`config.mk`:
```
export PLATFORM = sky130hd
export DESIGN_NAME = car_traffic
export DESIGN_NICKNAME = d
export VERILOG_FILES = /design/src/rtl/car_traffic.sv
export SDC_FILE = /design/constraint.sdc
export NUM_CORES = 1
export LEC_CHECK = 0
export ABC_AREA = 1
export BUFFER_PORTS_ARGS = -buffer_cell sky130_fd_sc_hd__buf_2
export CAP_MARGIN = 20
export CORE_ASPECT_RATIO = 0.75
export CORE_MARGIN = 2
export CORE_UTILIZATION = 40
export CTS_BUF_LIST = sky130_fd_sc_hd__clkbuf_8 sky130_fd_sc_hd__clkbuf_16
export DETAILED_ROUTE_END_ITERATION = 8
export PLACE_DENSITY = 0.61
export SLEW_MARGIN = 20
export SYNTH_ARGS = -nofsm -noshare
export SYNTH_HDL_FRONTEND = slang
export SYNTH_SLANG_ARGS = --single-unit
```
`constraint.sdc`:
```
create_clock -name CLK -period 5.4 [get_ports CLK]
set_input_delay 0.54 -clock CLK [delete_from_list [all_inputs] [get_ports CLK]]
set_output_delay 0.54 -clock CLK [all_outputs]
set_load 0.01 [all_outputs]
```
`src/rtl/car_traffic.sv`:
```
// car_traffic: six lane car X positions driven by a shared, level-scaled movement tick.
// Optional macro CAR_LFSR_EN: wrapping cars re-enter at a pseudo-random offset from a 16-bit LFSR.
module car_traffic #(
    parameter int H_DISPLAY    = 640,
    parameter int CAR_WIDTH    = 64,
    parameter int INIT_SPACING = 96,
    parameter int BASE_PERIOD  = 250000,
    parameter int LEVEL_STEP   = 25000,
    parameter int MIN_PERIOD   = 50000,
    parameter int MAX_LEVEL    = 7
) (
    input  logic       CLK,
    input  logic       RST_N,
    input  logic       LEVEL_UP,
    input  logic       PAUSE,
    output logic [9:0] CAR_X1,
    output logic [9:0] CAR_X2,
    output logic [9:0] CAR_X3,
    output logic [9:0] CAR_X4,
    output logic [9:0] CAR_X5,
    output logic [9:0] CAR_X6,
    output logic [2:0] LEVEL
);
    localparam logic [10:0] WRAP_LIMIT = 11'(H_DISPLAY + CAR_WIDTH);

    logic [2:0]  level_q, level_d;
    logic [31:0] cnt_q, cnt_d, period, level_off;
    logic        tick;
    logic [9:0]  car_x [6];

    // Clamp is decided before subtracting so high levels never underflow the period.
    always_comb begin
        level_off = 32'(level_q) * 32'(LEVEL_STEP);
        period    = (level_off >= 32'(BASE_PERIOD - MIN_PERIOD)) ? 32'(MIN_PERIOD) : 32'(BASE_PERIOD) - level_off;
        tick      = !PAUSE && (cnt_q == period - 32'd1);
        cnt_d     = (LEVEL_UP || tick) ? '0 : PAUSE ? cnt_q : cnt_q + 32'd1;
        level_d   = (LEVEL_UP && level_q != 3'(MAX_LEVEL)) ? level_q + 3'd1 : level_q;
    end

    always_ff @(posedge CLK or negedge RST_N) begin
        if (!RST_N) begin
            level_q <= '0;
            cnt_q   <= '0;
        end else begin
            level_q <= level_d;
            cnt_q   <= cnt_d;
        end
    end

`ifdef CAR_LFSR_EN
    logic [15:0] lfsr_q, lfsr_d;
    assign lfsr_d = {lfsr_q[14:0], lfsr_q[15] ^ lfsr_q[13] ^ lfsr_q[12] ^ lfsr_q[10]};

    always_ff @(posedge CLK or negedge RST_N) begin
        if (!RST_N) lfsr_q <= 16'hACE1;
        else        lfsr_q <= lfsr_d;
    end
`endif

    // Even indices are the odd-numbered, right-moving lanes; step grows every lane pair.
    for (genvar g = 0; g < 6; g++) begin : g_lane
        localparam logic [10:0] STEP  = 11'(g / 2 + 1);
        localparam bit          RIGHT = (g % 2) == 0;
        localparam logic [9:0]  INIT  = 10'(g * INIT_SPACING);
        logic [9:0]  x_q, x_d, wrap_x;
        logic [10:0] sum;
        logic        wrap;
        always_comb begin
            sum    = RIGHT ? {1'b0, x_q} + STEP : {1'b0, x_q} - STEP;
            wrap   = RIGHT ? (sum >= WRAP_LIMIT) : ({1'b0, x_q} < STEP);
`ifdef CAR_LFSR_EN
            wrap_x = RIGHT ? {4'b0, lfsr_q[5:0]} : 10'(WRAP_LIMIT - 11'd1 - {5'b0, lfsr_q[5:0]});
`else
            wrap_x = RIGHT ? 10'(sum - WRAP_LIMIT) : 10'(sum + WRAP_LIMIT);
`endif
            x_d    = !tick ? x_q : wrap ? wrap_x : sum[9:0];
        end
        always_ff @(posedge CLK or negedge RST_N) begin
            if (!RST_N) x_q <= INIT;
            else        x_q <= x_d;
        end
        assign car_x[g] = x_q;
    end

    assign CAR_X1 = car_x[0];
    assign CAR_X2 = car_x[1];
    assign CAR_X3 = car_x[2];
    assign CAR_X4 = car_x[3];
    assign CAR_X5 = car_x[4];
    assign CAR_X6 = car_x[5];
    assign LEVEL  = level_q;
endmodule

```
==> results of run 1 <==
-- what timing repair did --
item	CTS	global route
hold buffers	0	0
resized for setup	0	2
hold endpoints to repair	0	0
setup endpoints to repair	0	51
-- final timing paths --
path	end	slack, ps	cells after the start
worst max-delay path	CAR_X5[2]	630	29
worst min-delay path	CAR_X2[3]	50	1
worst max register to register	CAR_X5[2]	630	29
worst min register to register	CAR_X6[6]	510	2
max in group asynchronous	LEVEL[1]	4070	2
min in group CLK	CAR_X6[6]	510	2
-- state kept, by name, indices dropped and copies added, names as in the netlist --
| name | cells |
|---|---|
| CAR_X6 | 10 |
| CAR_X3 | 9 |
| CAR_X1 | 10 |
| CAR_X2 | 10 |
| cnt_q | 32 |
| LEVEL | 3 |
| CAR_X5 | 10 |
| CAR_X4 | 9 |
-- cells in the mapped netlist (5+ instances only) --
master	instances	area (sq um)
buf_6	11	124
nand3_1	89	445
nand2_1	242	908
nand4_1	20	125
nor3_1	15	75.1
o21bai_1	21	158
nor2_1	107	402
nand2_2	10	62.6
o21ai_2	14	123
ha_1	30	375
buf_4	5	37.5
dfrtp_1	81	2030
nor4_1	14	87.6
inv_1	123	462
dfstp_2	12	315
xnor2_1	19	166
xor2_1	59	517
a21oi_1	10	50.1
nand3_2	6	60.1
o21ai_0	16	80.1
-- power by group through the flow --
stage                     Clock, mW  Combinational (mW)  Sequential [mW]
after floorplan                   0                1.43            0.768
after global placement            0                1.76            0.772
after detailed placement          0                1.76            0.773
after CTS                     0.669                1.77            0.760
after global routing          0.693                2.04            0.768
final                         0.650                1.79            0.760
-- layout make-up --
class                           count  share of cell area [%]
Timing Repair Buffer               72                    4.97
Clock inverter                      7                   0.974
Sequential cell                    93                    30.4
Clock buffer                        9                    2.92
Inverter                          129                    6.32
Multi-Input combinational cell    707                    50.9
Tap cell                          215                    3.49
-- worst max-delay path: cells and delay by family (launching register included) --
family,cells,cell delay [ps]
simple gates,19,2250
buf+inv,5,720
xor+xnor,1,200
flops,1,550
compound gates,2,200
fa+ha+maj,2,700
-- metrics by stage --
step / instances / worst slack [ps] / hold WS, ps
global route: 1232 / 0.895 / 54.2
CTS: 1231 / 455 / 51.8
global placement: 1215 / 570 / 436
detailed placement: 1215 / 485 / 440
floorplan: 953 / 1440 / 244
finish: 1232 / 631 / 47.7
-- placed cells by master, fill, tap and decap left out, drive strengths merged, types with 19 or more instances in the layout --
cell type / count
dfrtp: 81
nor2: 113
buf: 72
xnor2: 19
inv: 133
o21ai: 32
ha: 30
nand2: 254
o21bai: 21
xor2: 59
nand4: 20
nand3: 97
-- metal layers --
metal | global-route usage (%) | wire [microns] | up-vias
met5 | 0 | 0 | -
met4 | 4.24 | 189 | 0
met3 | 3.42 | 949 | 13
met2 | 25.3 | 6430 | 141
met1 | 28.6 | 8760 | 2793
li1 | - | - | 3148
-- cells by family after synthesis --
logic type	share of synthesized area, %
AND/OR/NAND/NOR	33.9
buffers and inverters	9.90
flip-flops	33.8
XOR/XNOR	9.86
AO/OA/AOI/OAI	6.72
adder cells (fa/ha/maj)	5.42
multiplexers	0.307
other	0.0541
==> results_dict.tcl, run 1 <==
set metrics [dict create \
    drt-pass1-iter-count 8 \
    placementRows 41 \
    initial_core_util_pct 41.0 \
    multi_input_area_sq_um 3920 \
    critPathArrivalTime_ps 5020 \
    fin_skew_ps 11.1 \
    cts_buffer_depth 2 \
    post-route-util_pct 45.7 \
    period_share_pct 88.3 \
    dp_hpwl_mm 12.1 \
    cts_tree "built" \
    clock_latency_ps 360 \
    post_cts.repair.setup_buffers 0 \
    routedWlPerCell_microns 13.3 \
    synth.avg_cell_area_sq_um 7.28 \
    yosysUniqueCellTypes 45 \
    rsz0062_at_grt "false" \
    status "finished clean" \
    grt_pass1_vias 5409 \
    period_needed_ps 4770 \
    path_class "reg -> reg" \
    ys_seq_area_share_pct 33.8 \
    vias 6095 \
    path_max_fanout 27 \
    r2r-start "LEVEL[0]" \
    synth_edf_count 0 \
    cp_data_required_time_ps 5650 \
    p_int_mw 1.66 \
    finalSetupTns_ps 0 \
    maxSlewViolCount 0 \
    place_congestion 0.887 \
    slowest_stage "dfrtp_1" \
    ys_seq_elements 93 \
    die_w_microns 156 \
    ios 67 \
    gr-total-overflow 0 \
    crit_start "LEVEL[0]" \
    design_area_sq_um 7700 \
    clkPwrFrac_pct 20.3 \
    die_area_sq_um 18400 \
    clkSinkCount 93 \
    port_buffers 64 \
    p_sw_mw 1.54 \
    max_freq_mhz 210 \
    swShare_pct 48.2 \
    report.final.hold_viol_count 0 \
    power.leakage_nw 3.78 \
    ys_warn_count 0 \
    netlist_instances 952 \
    drv_cap 0 \
    setup_viol 0 \
    powerDensity_nw_per_um2 416 \
    p_comb_share_pct 56.0 \
    diodes 0 \
    cp-start-kind "flop" \
    h-tree-depth 3 \
    antenna_found_initial 0 \
    p_seq_share_pct 23.7 \
    netlist_area_sq_um 6930 \
    wirelength_mm 16.3 \
    die_h_microns 118 \
    layout.area.seq_sq_um 2340 \
    grt_max_degree 74 \
    numCtsBuffers 9 \
    drt_iter0_markers 523 \
    cp-end-kind "flop" \
    synthArstFlopShare_pct 100 \
    core_sq_um 16900 \
    track_usage_pct 18.2 \
    crit_top_cell "nand2_1" \
    syn2layout_area_growth_pct 11.2 \
    slowest_delay_ps 550 \
    clockRootBuffer "clkbuf_16" \
    drive_gt1_share_pct 14.9 \
    grt_pass1_wl_mm 27.2 \
    placed_area_sq_um 7380 \
    slew-limit-headroom_pct 36.8 \
    synth-main-ff-cell "dfrtp_1" \
    drt-vias-per-instance 4.95 \
    ant_nets 0 \
    drcViolationCount 0 \
    hold_class "in -> async" \
    total_power_mw 3.20 \
    irDropWorstVdd_mv 0.211 \
    clk_pin_slew_ps 80 \
    n_fill_cell 1692 \
    tightest_slew_ps 948 \
    final_nets 1046 \
]
(Power assumes the default switching activity.)
==> run 2: changes to the inputs <==
--- a/config.mk
+++ b/config.mk
@@ -14,6 +14,7 @@
 export CTS_BUF_LIST = sky130_fd_sc_hd__clkbuf_8 sky130_fd_sc_hd__clkbuf_16
 export DETAILED_ROUTE_END_ITERATION = 8
 export PLACE_DENSITY = 0.61
+export RECOVER_POWER = 50
 export SLEW_MARGIN = 20
 export SYNTH_ARGS = -nofsm -noshare
 export SYNTH_HDL_FRONTEND = slang
==> constraint.sdc (replaced) <==
create_clock -name CLK -period 5.4 [get_ports CLK]
set_input_delay 1.62 -clock CLK [delete_from_list [all_inputs] [get_ports CLK]]
set_output_delay 1.62 -clock CLK [all_outputs]
set_load 0.01 [all_outputs]
==> run 2 against run 1 <==
  * The run now ends with max-capacitance violations, max-slew violations left
  * Cell count unchanged
  * Hold slack better by 450 ps
  * Sequential share of layout area up 0.14 points
  * Design area shrank 0.52%
  * Highest routed layer unchanged
==> results_dict.tcl, run 2 (synthesized netlist as in run 1, its figures left out) <==
set metrics [dict create \
    cp-end-kind "flop" \
    cts-resized-gates 0 \
    die_area_sq_um 18400 \
    final_nets 1046 \
    report.final.hold_viol_count 0 \
    status "finished with violations" \
    irDropWorstVdd_mv 0.240 \
    tightest_slew_ps 1770 \
    p_seq_share_pct 23.7 \
    diodes 0 \
    gr-total-overflow 0 \
    largest_register "cnt_q" \
    power.leakage_nw 3.69 \
    setup_viol 0 \
    critPathArrivalTime_ps 4760 \
    r2r-start "LEVEL[1]" \
    grt_max_degree 71 \
    cts_buffer_depth 2 \
    swShare_pct 47.2 \
    fin_skew_ps 12.4 \
    hold_class "reg -> reg" \
    p_comb_share_pct 55.4 \
    n_fill_cell 1682 \
    p_int_mw 1.69 \
    numCtsBuffers 9 \
    post_cts.repair.setup_buffers 0 \
    path_max_fanout 28 \
    slew-limit-headroom_pct -17.9 \
    ios 67 \
    cp_data_required_time_ps 5630 \
    period_needed_ps 4530 \
    drcViolationCount 0 \
    ctsHoldBuffers 0 \
    place_congestion 0.868 \
    placed_area_sq_um 7390 \
    antenna_found_initial 0 \
    clockRootBuffer "clkbuf_16" \
    cp-start-kind "flop" \
    maxSlewViolCount 71 \
    final_common_cell "nand2_1" \
    powerDensity_nw_per_um2 419 \
    min-delay-start "CAR_X6[7]" \
    syn2layout_area_growth_pct 10.6 \
    core_sq_um 16900 \
    drv_cap 1 \
    slowest_stage "dfrtp_1" \
    min_path_cells 2 \
    drt-vias-per-instance 4.86 \
    clock_latency_ps 350 \
    initial_core_util_pct 41.0 \
    vias 5984 \
    p_sw_mw 1.52 \
    grt_use_met2_pct 25.2 \
    finalSetupTns_ps 0 \
    crit_buf_inv 7 \
    grt_pass1_vias 5525 \
    r2r_cells 31 \
    h-tree-depth 3 \
    grt_util_met1_pct 29.1 \
    placementRows 41 \
    cts_tree "built" \
    die_w_microns 156 \
    busiest_layer "met1" \
    die_h_microns 118 \
    r2r_slack_ps 870 \
    final_cell_mix "242 x nand2_1, 123 x inv_1, 107 x nor2_1, 89 x nand3_1, 81 x dfrtp_1" \
    grt_pass1_wl_mm 27.4 \
    clkPwrFrac_pct 20.9 \
    dp_hpwl_mm 12.0 \
    whs_endpoint "CAR_X6[7]" \
    path_class "reg -> reg" \
    crit_start "LEVEL[1]" \
    wirelength_mm 15.9 \
    port_buffers 64 \
    path_delay_family "simple AND/OR/NAND/NOR gates" \
    drt_iter0_markers 509 \
    clkSinkCount 93 \
    design_area_sq_um 7660 \
    routedWlPerCell_microns 12.9 \
    max_freq_mhz 221 \
    met3_usage_pct 3.13 \
    r2r-end "CAR_X5[9]" \
    drive_gt1_share_pct 12.1 \
    track_usage_pct 18.2 \
    slowest_delay_ps 540 \
    rsz0062_at_grt "false" \
    period_share_pct 83.9 \
    ant_nets 0 \
    violations "max-capacitance violations, max-slew violations" \
    largest_register_ffs 32 \
    clk_pin_slew_ps 70 \
    drt-pass1-iter-count 5 \
]
-- run 2: cell types whose count changed in the layout (fill, tap and decap cells not counted), sizes merged --
cell	before	now
nand3	97	96
clkinv	2	3
clkinvlp	1	0
inv	133	132
clkbuf	9	38
bufinv	0	1
buf	72	44
-- run 2: cell type report --
cell class	instances	area, sq um	area share [%]
multi-input cells	706	3900	50.9
flip-flops and latches	93	2340	30.6
inverters	129	487	6.35
repair buffers	73	350	4.57
well taps	215	269	3.51
clock buffers	9	225	2.94
clock inverters	7	87.6	1.14
-- run 2: power groups by stage --
stage	Sequential (mW)	Clock, mW	Combinational [mW]
6_report	0.761	0.670	1.78
5_1_grt	0.767	0.721	2.03
4_1_cts	0.761	0.692	1.77
3_5_place_dp	0.774	0	1.76
3_3_place_gp	0.774	0	1.77
2_1_floorplan	0.768	0	1.43
-- run 2: worst max-delay path by stage --
stage / end / depth (start not counted)
detailed placement: cnt_q[31] / 17
CTS: CAR_X2[1] / 31
global placement: cnt_q[31] / 17
floorplan: CAR_X1[2] / 33
finish: CAR_X5[9] / 31
global route: cnt_q[20] / 30
-- run 2: worst min-delay path, cell delays in order (launching register included) --
cell	delay, ps
dfstp_2	390
nand2_1	60
o21ai_1	50
-- run 2: metal layers --
metal | vias to the layer above | share of wire [%] | routed length [microns]
li1 | 3144 | - | -
met1 | 2695 | 55 | 8720
met2 | 136 | 40 | 6310
met3 | 9 | 4.4 | 697
met4 | 0 | 0.94 | 149
met5 | - | 0 | 0
-- run 2: metrics by stage --
step / instances / worst slack (ps) / utilization [%] / total power, mW / hold WS [ps]
2_1_floorplan: 953 / 1440 / - / 2.20 / 475
3_3_place_gp: 1216 / 759 / 43.8 / 2.54 / 495
3_5_place_dp: 1216 / 718 / 43.8 / 2.54 / 495
4_1_cts: 1232 / 864 / 45.7 / 3.23 / 506
5_1_grt: 1232 / 332 / 45.4 / 3.51 / 525
6_report: 1232 / 870 / 45.4 / 3.21 / 502
==> run 3: changes to the inputs <==
--- a/config.mk
+++ b/config.mk
@@ -5,7 +5,7 @@
 export SDC_FILE = /design/constraint.sdc
 export NUM_CORES = 1
 export LEC_CHECK = 0
-export ABC_AREA = 1
+export ABC_AREA = 0
 export BUFFER_PORTS_ARGS = -buffer_cell sky130_fd_sc_hd__buf_2
 export CAP_MARGIN = 20
 export CORE_ASPECT_RATIO = 0.75
==> constraint.sdc (replaced) <==
create_clock -name CLK -period 4.6 [get_ports CLK]
set_input_delay 1.38 -clock CLK [delete_from_list [all_inputs] [get_ports CLK]]
set_output_delay 1.38 -clock CLK [all_outputs]
set_load 0.01 [all_outputs]
==> run 3 against run 2 <==
  * Via count up 1.0%
  * First-iteration DRC count fell by 26%
  * Setup slack got worse by 820 ps
  * Critical path type unchanged
  * Largest cell class unchanged
  * The flow still finishes with violations (max-capacitance violations, max-slew violations)
  * Maximum frequency is 0.43% lower
  * Synthesized cell count shrank 19%
  * Clock power is 9.7% higher
  * Register-to-register slack worse by 820 ps
  * Clock-buffer cell count up 1
  * Critical path depth fell by 11
==> results_dict.tcl, run 3 <==
set metrics [dict create \
    status "finished with violations" \
    violations "max-capacitance violations, max-slew violations" \
    netlist_instances 773 \
    yosysMostFrequentCell "nor2_1" \
    wl_met1_mm 9.44 \
    numCtsBuffers 9 \
    cts_buffer_depth 2 \
    dr_wl_met2_mm 7.41 \
    cp_cell_sequence "clkinvlp_4 > ha_4 > inv_2 > ha_4 > ha_4 > o21ai_4 > nand2_2 > inv_2 > ha_4 > xnor2_2 > or4_4 > nor2_2 > nand4_1 > a2111oi_2 > and4b_1 > o211ai_1 > or4b_4 > buf_12 > nor2_8 > mux2_1" \
    cp-end-kind "flop" \
    netlist_area_sq_um 6840 \
    clock_latency_ps 360 \
    ios 67 \
    die_h_microns 117 \
    drt-pass1-iter-count 5 \
    placementRows 41 \
    core_sq_um 16800 \
    endpoint "CAR_X6[1]" \
    yosysUniqueCellTypes 79 \
    routed.top_layer "met4" \
    ys_warn_count 0 \
    holdWs_ps 509 \
    min_path_cells 1 \
    finalSetupTns_ps 0 \
    dp_hpwl_mm 13.0 \
    ys_seq_area_share_pct 34.2 \
    report.final.hold_viol_count 0 \
    r2r-end "CAR_X6[1]" \
    period_share_pct 98.9 \
    cp_data_required_time_ps 4840 \
    cts_tree "built" \
    vias 6045 \
    fin_skew_ps 14.2 \
    crit_start "LEVEL[1]" \
    maxSlewViolCount 62 \
    initial_core_util_pct 40.8 \
    setup_viol 0 \
    period_needed_ps 4550 \
    r2r-start "LEVEL[1]" \
    diodes 0 \
    grt_max_degree 62 \
    routedWlPerCell_microns 16.3 \
    largest_register "cnt_q" \
    h-tree-depth 3 \
    final_common_cell "nor2_1" \
    cp_num_cells 20 \
    critPathArrivalTime_ps 4790 \
    slew-limit-headroom_pct -5.63 \
    syn2layout_area_growth_pct 19.4 \
    ctsHoldBuffers 0 \
    largest_register_ffs 32 \
    r2r_cells 20 \
    drt-vias-per-instance 5.57 \
    antenna_found_initial 0 \
    die_area_sq_um 18200 \
    ant_nets 0 \
    wirelength_mm 17.7 \
    tightest_slew_ps 1580 \
    clockRootBuffer "clkbuf_16" \
    irDropWorstVdd_mv 0.441 \
    grt_pass1_wl_mm 28.9 \
    synth.avg_cell_area_sq_um 8.85 \
    final_cell_mix "85 x nor2_1, 81 x dfrtp_1, 60 x buf_2, 53 x nand2_1, 53 x xnor2_1" \
    routed-wl-met3_microns 686 \
    n_fill_cell 1615 \
    gr-total-overflow 0 \
    ys_seq_elements 93 \
    clk_pin_slew_ps 70 \
    max_freq_mhz 220 \
    track_usage_pct 19.9 \
    synth_top_area_cell "dfrtp_1" \
    synth_common_cells "86 x nor2_1, 81 x dfrtp_1, 56 x xnor2_1, 55 x nand2_1, 51 x xor2_1" \
    final_nets 899 \
    synthArstFlopShare_pct 100 \
    place_congestion 0.854 \
    hold_class "reg -> reg" \
    drive_gt1_share_pct 21.6 \
    drcViolationCount 0 \
    path_max_fanout 6 \
    ys_top_cells_by_area "dfrtp_1 30%, xnor2_1 7.2%, xor2_1 6.5%" \
    slowest_delay_ps 550 \
    slowest_stage "or4b_4" \
    power.leakage_nw 3.69 \
    r2r_slack_ps 50 \
    grt_pass1_vias 5460 \
    synth-main-ff-cell "dfrtp_1" \
    path_delay_family "simple AND/OR/NAND/NOR gates" \
    die_w_microns 155 \
    synth_top_area_share_pct 29.6 \
    crit_top_cell "ha_4" \
    synth_edf_count 0 \
    cp-start-kind "flop" \
    rsz0062_at_grt "true" \
    crit_buf_inv 4 \
    drv_cap 1 \
    path_class "reg -> reg" \
    port_buffers 64 \
    powerDensity_nw_per_um2 659 \
    drt_iter0_markers 378 \
    clkSinkCount 93 \
]
run 3: cell types whose count changed after synthesis, sizes merged, moves of 11 or more:
| cell | delta |
|---|---|
| mux2 | +11 |
| inv | -107 |
| o21bai | -21 |
| xnor2 | +39 |
| a21oi | +17 |
| or3 | +11 |
| nor3 | +28 |
| nor2 | -26 |
| nand2 | -199 |
| and3 | +15 |
| nand3 | -55 |
| clkbuf | +17 |
run 3: stage by stage:
step           total power [mW]  std cells  setup slack (ps)  util, %  area, sq um
5_1_grt                    5.83       1085              -180     48.7         8170
6_report                   5.39       1085              50.3     48.7         8170
3_3_place_gp               4.42       1060             -2.47     45.8         7680
2_1_floorplan              3.34        774              -139        -         6950
4_1_cts                    5.23       1078              1.15     47.7         8000
3_5_place_dp               4.44       1060              -119     45.8         7680
run 3: per-layer routing:
layer	up-vias	global-route usage (%)
met2	129	28.6
met3	9	3.09
li1	2964	-
met5	-	0
met1	2943	31.2
met4	0	3.95
run 3: kinds of logic after synthesis:
family | after synthesis | share of synthesized area (%)
buf+inv | 58 | 3.80
mux | 22 | 3.44
other cells | 1 | 0.0548
flops | 93 | 34.2
compound gates | 122 | 12.7
xor+xnor | 110 | 14.5
fa+ha+maj | 30 | 5.48
simple gates | 337 | 25.8
run 3: layout make-up:
class | count | area (sq um) | share of cell area [%]
Inverter | 21 | 82.6 | 1.01
Timing Repair Buffer | 116 | 749 | 9.17
Tap cell | 215 | 269 | 3.29
Clock inverter | 6 | 46.3 | 0.566
Sequential cell | 93 | 2340 | 28.7
Multi-Input combinational cell | 624 | 4440 | 54.4
Clock buffer | 10 | 239 | 2.92
run 3: worst min-delay path by stage:
stage                          from   endpoint
after floorplan           CAR_X2[5]  CAR_X2[5]
after global placement    CAR_X4[4]  CAR_X4[4]
after detailed placement  CAR_X4[4]  CAR_X4[4]
after CTS                 CAR_X2[5]  CAR_X2[5]
after global routing      CAR_X2[5]  CAR_X2[5]
final                     CAR_X2[5]  CAR_X2[5]
run 3: timing repair:
action                     4_1_cts  5_1_grt
pin swaps                        2        6
setup endpoints to repair       49       83
gates resized for setup          2       29
gates cloned                     1        1
setup buffers                    1        6
run 3: where the power goes:
part           internal [mW]  switching, mW  leakage, nW
Clock                  0.388          0.347        0.147
Sequential             0.833         0.0199         1.21
Combinational           1.52           2.28         2.34
